## src/rtl/seq_detect_ctrl.sv

```systemverilog
// seq_detect_ctrl
// Programmable serial-pattern detection controller. Configures, arms and
// sequences a Moore-style bit-stream detector with overlapping or
// non-overlapping matching, counts matches and stops after a programmed
// number of hits.
//
// Ports:
//   clk          system clock, rising edge
//   reset        asynchronous active-low reset
//   cfg_we       config write strobe (honoured only in IDLE)
//   cfg_pattern  pattern, bit [len-1] matched first, bit [0] last
//   cfg_len      pattern length, legal 2..PAT_W
//   cfg_overlap  1 = overlapping detection
//   cfg_target   match count that ends the run, 0 = run forever
//   start, stop  arm / abort requests (stop wins)
//   din_valid    qualifies din
//   din          serial data bit
//   dout         registered one-cycle match pulse
//   match_cnt    matches since the last start (saturating)
//   busy, done   state == RUN, state == DONE
//   cfg_err      sticky illegal-config flag
//
// state  | meaning
// S_IDLE | stopped, config writable
// S_RUN  | detecting
// S_DONE | target reached, results held
module seq_detect_ctrl #(
    parameter int PAT_W = 8,
    parameter int CNT_W = 8
) (
    input  logic             clk,
    input  logic             reset,
    input  logic             cfg_we,
    input  logic [PAT_W-1:0] cfg_pattern,
    input  logic [3:0]       cfg_len,
    input  logic             cfg_overlap,
    input  logic [CNT_W-1:0] cfg_target,
    input  logic             start,
    input  logic             stop,
    input  logic             din_valid,
    input  logic             din,
    output logic             dout,
    output logic [CNT_W-1:0] match_cnt,
    output logic             busy,
    output logic             done,
    output logic             cfg_err
);

    typedef enum logic [1:0] {S_IDLE, S_RUN, S_DONE} state_t;

    localparam logic [3:0]       LEN_MAX = 4'(PAT_W);
    localparam logic [PAT_W-1:0] PAT_RST = PAT_W'(4'b1001);

    state_t           state_q, state_d;
    logic [PAT_W-1:0] pat_q, pat_d;
    logic [3:0]       len_q, len_d;
    logic             ovl_q, ovl_d;
    logic [CNT_W-1:0] tgt_q, tgt_d;
    logic [PAT_W-1:0] hist_q, hist_d;
    logic [3:0]       bitcnt_q, bitcnt_d;
    logic [CNT_W-1:0] match_cnt_q, match_cnt_d;
    logic             dout_q, dout_d;
    logic             cfg_err_q, cfg_err_d;

    logic [PAT_W-1:0] mask;
    logic [PAT_W-1:0] hist_shift;
    logic [3:0]       bitcnt_inc;
    logic [CNT_W-1:0] cnt_sat;
    logic             hit;

    always_comb begin
        for (int i = 0; i < PAT_W; i++) begin
            mask[i] = (i < int'(len_q));
        end
        hist_shift = {hist_q[PAT_W-2:0], din};
        bitcnt_inc = (bitcnt_q >= len_q) ? len_q : bitcnt_q + 4'd1;
        cnt_sat    = (&match_cnt_q) ? match_cnt_q : match_cnt_q + 1'b1;
        // Needs len bits seen (counting the one arriving now) before comparing.
        hit        = din_valid && ((bitcnt_q + 4'd1) >= len_q)
                     && (((hist_shift ^ pat_q) & mask) == '0);
    end

    always_comb begin
        state_d     = state_q;
        pat_d       = pat_q;
        len_d       = len_q;
        ovl_d       = ovl_q;
        tgt_d       = tgt_q;
        hist_d      = hist_q;
        bitcnt_d    = bitcnt_q;
        match_cnt_d = match_cnt_q;
        cfg_err_d   = cfg_err_q;
        dout_d      = 1'b0;

        case (state_q)
            S_IDLE: begin
                if (cfg_we) begin
                    if (cfg_len >= 4'd2 && cfg_len <= LEN_MAX) begin
                        pat_d     = cfg_pattern;
                        len_d     = cfg_len;
                        ovl_d     = cfg_overlap;
                        tgt_d     = cfg_target;
                        cfg_err_d = 1'b0;
                    end else begin
                        cfg_err_d = 1'b1;
                    end
                end
                if (!stop && start) begin
                    state_d     = S_RUN;
                    hist_d      = '0;
                    bitcnt_d    = '0;
                    match_cnt_d = '0;
                end
            end
            S_RUN: begin
                if (stop) begin
                    state_d = S_IDLE;
                end else if (din_valid) begin
                    hist_d   = hist_shift;
                    bitcnt_d = bitcnt_inc;
                    if (hit) begin
                        dout_d      = 1'b1;
                        match_cnt_d = cnt_sat;
                        if (!ovl_q) begin
                            bitcnt_d = '0;
                        end
                        if (tgt_q != '0 && cnt_sat == tgt_q) begin
                            state_d = S_DONE;
                        end
                    end
                end
            end
            S_DONE: begin
                if (stop) begin
                    state_d = S_IDLE;
                end else if (start) begin
                    state_d     = S_RUN;
                    hist_d      = '0;
                    bitcnt_d    = '0;
                    match_cnt_d = '0;
                end
            end
            default: state_d = S_IDLE;
        endcase
    end

    always_ff @(posedge clk or negedge reset) begin
        if (!reset) begin
            state_q     <= S_IDLE;
            pat_q       <= PAT_RST;
            len_q       <= 4'd4;
            ovl_q       <= 1'b0;
            tgt_q       <= '0;
            hist_q      <= '0;
            bitcnt_q    <= '0;
            match_cnt_q <= '0;
            dout_q      <= 1'b0;
            cfg_err_q   <= 1'b0;
        end else begin
            state_q     <= state_d;
            pat_q       <= pat_d;
            len_q       <= len_d;
            ovl_q       <= ovl_d;
            tgt_q       <= tgt_d;
            hist_q      <= hist_d;
            bitcnt_q    <= bitcnt_d;
            match_cnt_q <= match_cnt_d;
            dout_q      <= dout_d;
            cfg_err_q   <= cfg_err_d;
        end
    end

    assign dout      = dout_q;
    assign match_cnt = match_cnt_q;
    assign busy      = (state_q == S_RUN);
    assign done      = (state_q == S_DONE);
    assign cfg_err   = cfg_err_q;

endmodule

```

## config.mk

```make
export PLATFORM = sky130hd
export DESIGN_NAME = seq_detect_ctrl
export DESIGN_NICKNAME = d
export VERILOG_FILES = /design/src/rtl/seq_detect_ctrl.sv
export SDC_FILE = /design/constraint.sdc
export NUM_CORES = 1
export LEC_CHECK = 0
export CORE_MARGIN = 2
export CORE_UTILIZATION = 54
export CTS_BUF_LIST = sky130_fd_sc_hd__clkbuf_16
export DETAILED_ROUTE_END_ITERATION = 10
export PLACE_DENSITY = 0.79
export SKIP_CTS_REPAIR_TIMING = 1
export SYNTH_ARGS = -nofsm -noshare
export SYNTH_HDL_FRONTEND = slang
export SYNTH_SLANG_ARGS = --single-unit
```

## constraint.sdc

```tcl
create_clock -name clk -period 2.6 [get_ports clk]
set_input_delay 0.78 -clock clk [delete_from_list [all_inputs] [get_ports clk]]
set_output_delay 0.78 -clock clk [all_outputs]
set_load 0.01 [all_outputs]
```

==> results.py <==
metrics = {
    "job": {
        "maxCapViolCount": 0,
    },
    "final_layout": {
        "nNetsFinal": 343,
        "drive_gt1_share_pct": 20.3,
        "mostFrequentLayoutCells": "41 x dfrtp_1, 38 x clkdlybuf4s50_1, 16 x nand2_1",
        "layout_commonest_cell": "dfrtp_1",
        "fin_area_um2": 3360,
        "n_antenna_cell": 0,
        "layout-area-overhead-vs-synth_pct": 27.7,
        "final_cell_count_no_fill": 373,
    },
    "route": {
        "met2WireLength_um": 2900,
        "via_per_inst": 5.86,
        "antenna_left": 0,
        "dr.pass1.iters": 4,
        "drt-met1-wl_um": 2680,
        "drt_iter0_markers": 244,
        "wl_met3_um": 374,
        "postRouteWirelength_um": 6060,
        "top_layer": "met4",
        "drt_drc_violations_left": 0,
        "routed-via-count": 2185,
        "wl_per_cell_um": 16.2,
    },
    "clock_tree": {
        "path_clk_slew_ps": 60,
        "cts_tree": "done",
        "clk_latency_ps": 280,
        "numCtsBuffers": 5,
        "htree_levels": 2,
        "cts_num_sinks": 44,
        "clock-root-buffer": "clkbuf_16",
        "clk_path_buf_depth": 2,
    },
    "critical_path": {
        "crit_required_ps": 2760,
        "ff2ff_setup_slack_ps": 120,
        "crit_fanout": 8,
        "path_cells": "ha_2 > xor2_2 > ha_2 > o21ai_1 > a2111oi_4 > nand3_2 > buf_6 > nor4_2 > a211oi_1",
        "criticalPathCategory": "reg2reg",
        "max_stage_delay_ps": 420,
        "cp-start-kind": "flip-flop",
        "cp-end-kind": "flip-flop",
        "critPathArrivalTime_ps": 2640,
        "crit_slowest_cell": "dfrtp_1",
        "path_common_cell": "ha_2",
    },
    "global_routing": {
        "grt_usage_pct": 24.3,
        "antenna_found_initial": 0,
        "grt_pass1_vias": 2101,
        "grt-ovfl-total": 0,
        "grt_pass1_wl_um": 10100,
        "grt_start_max_net_pins": 45,
    },
    "timing": {
        "fin_skew_ps": 3.92,
        "report.final.slew_viol_count": 0,
        "period_share_pct": 95.4,
        "relSlewSlack_pct": 55.4,
        "max_freq_mhz": 403,
        "setup_viol": 0,
        "hold_viol": 0,
        "fin_crit_ps": 2480,
        "fin_hold_ws_ps": 513,
        "worstMarginPinSlew_ps": 666,
    },
    "yosys": {
        "yosys_warnings": 0,
        "synth_cell_types": 54,
        "syn_nets": 295,
        "seq_area_frac_synth_pct": 41.9,
        "synthFlopType": "dfrtp_1",
        "synth_edf_count": 0,
        "synth-async-reset-ratio_pct": 100,
        "synth_cells": 257,
        "synth.cell_area_um2": 2630,
        "post_synth.cell_area_avg_um2": 10.2,
        "ys_ff_latch": 44,
    },
    "power_and_ir_drop": {
        "irDropWorstVdd_mv": 0.477,
        "p_per_area_nw_per_um2": 639,
        "leakage_nw": 1.37,
    },
    "floorplan": {
        "die_area_um2": 5450,
        "die_h_um": 73.8,
        "core_um2": 4720,
        "chipWidth_um": 73.8,
        "io_pins": 40,
        "row_count": 25,
        "floorplan.initialDensity_pct": 55.8,
    },
    "placed_design": {
        "hpwl_um": 4400,
        "gp_congestion": 0.884,
        "dp_cells": 363,
        "io_buffer_count": 39,
        "placed_cell_area_um2": 3150,
    },
    "worst_hold_path": {
        "hold_class": "reg2reg",
    },
    "status": {
        "run_status": "finished, final reports clean",
    },
}
[worst max-delay path: cells and delay by family (launching register included)]
family / cells / cell delay (ps)
AND/OR/NAND/NOR: 2 / 460
buffers and inverters: 1 / 180
XOR/XNOR: 1 / 190
flip-flops: 1 / 420
AO/OA/AOI/OAI: 3 / 560
adder cells (fa/ha/maj): 2 / 550
[final timing paths]
path | endpoint | startpoint | depth (start not counted)
worst min-delay path | cfg_err | cfg_err | 2
max in group asynchronous | match_cnt[2] | reset | 2
worst max register to register | match_cnt[5] | bitcnt_q[0] | 9
worst max-delay path | match_cnt[5] | bitcnt_q[0] | 9
min in group asynchronous | pat_q[6] | reset | 2
worst min register to register | cfg_err | cfg_err | 2
[Yosys cell counts (all sizes together), types with 2 or more instances]
cell type | count | area share (%)
mux2i | 7 | 2.7
o41ai | 2 | 1.2
xor2 | 4 | 1.3
a21o | 3 | 0.86
o311ai | 2 | 0.95
clkbuf | 3 | 0.43
o31ai | 5 | 1.4
nand2 | 16 | 2.3
o21ai | 16 | 3.0
a31oi | 5 | 1.2
xnor2 | 11 | 3.7
inv | 10 | 1.4
and3 | 2 | 0.47
nand4 | 3 | 0.95
nor2 | 12 | 1.7
o32ai | 2 | 0.95
buf | 12 | 2.6
mux2 | 17 | 7.3
a21oi | 14 | 2.8
nor3b | 3 | 0.86
a22oi | 2 | 0.57
nor3 | 6 | 1.6
ha | 10 | 4.8
dfstp | 3 | 3.0
nor4 | 7 | 1.7
dfrtp | 41 | 39
nand3 | 9 | 1.7
a211oi | 2 | 0.57
a2111oi | 2 | 1.6
nand2b | 5 | 1.2
a22o | 7 | 2.3
nor2b | 3 | 0.71
o22ai | 2 | 0.47
[layer usage]
metal  up-vias  global-route usage, %
met5         -                      0
met4         0                   8.89
met3        10                   3.16
met2        90                   37.9
met1      1040                   34.4
li1       1045                      -
[sequential cells by signal, summed over array words and instances, names as in the netlist, 2 cells and up]
signal and count:
hist_q 7, pat_q 8, bitcnt_q 4, tgt_q 8, len_q 4, state_q 2
match_cnt 8
[power by group]
part | total, mW | switching (mW) | internal (mW)
Sequential | 0.891 | 0.104 | 0.787
Clock | 0.642 | 0.278 | 0.365
Combinational | 0.617 | 0.300 | 0.316
Total | 2.15 | 0.683 | 1.47
[per-stage QoR]
| step | total power, mW | util, % | TNS, ps | setup WS [ps] |
|---|---|---|---|---|
| 3_5_place_dp | 1.49 | 66.7 | -1020 | -216 |
| 6_report | 2.15 | 71.2 | 0 | 120 |
| 3_3_place_gp | 1.46 | 66.7 | -542 | -130 |
| 4_1_cts | 2.14 | 69.9 | -251 | -106 |
| 2_1_floorplan | 1.30 | - | 0 | 256 |
| 5_1_grt | 2.27 | 71.2 | -5.50 | -5.50 |
[logic make-up (layout without fill, tap and decap cells)]
family                     count (synthesis)  after routing  share of synthesized area (%)
AOI/OAI and AO/OA                         68             68                           19.4
xor gates and xnor gates                  15             15                           4.99
adders and majority gates                 10             10                           4.75
buffers and inverters                     25             74                           4.42
DFF                                       44             44                           41.9
muxes                                     24             24                           9.93
and+or+nand+nor                           71             71                           14.6
[layout make-up]
type	count	area, um^2
Sequential cell	44	1100
Tap cell	67	83.8
Clock buffer	5	125
Fill cell	357	1360
Timing Repair Buffer	56	529
Multi-Input combinational cell	188	1460
Inverter	10	37.5
Clock inverter	3	26.3
No activity file was read; power rests on OpenSTA's default activity.
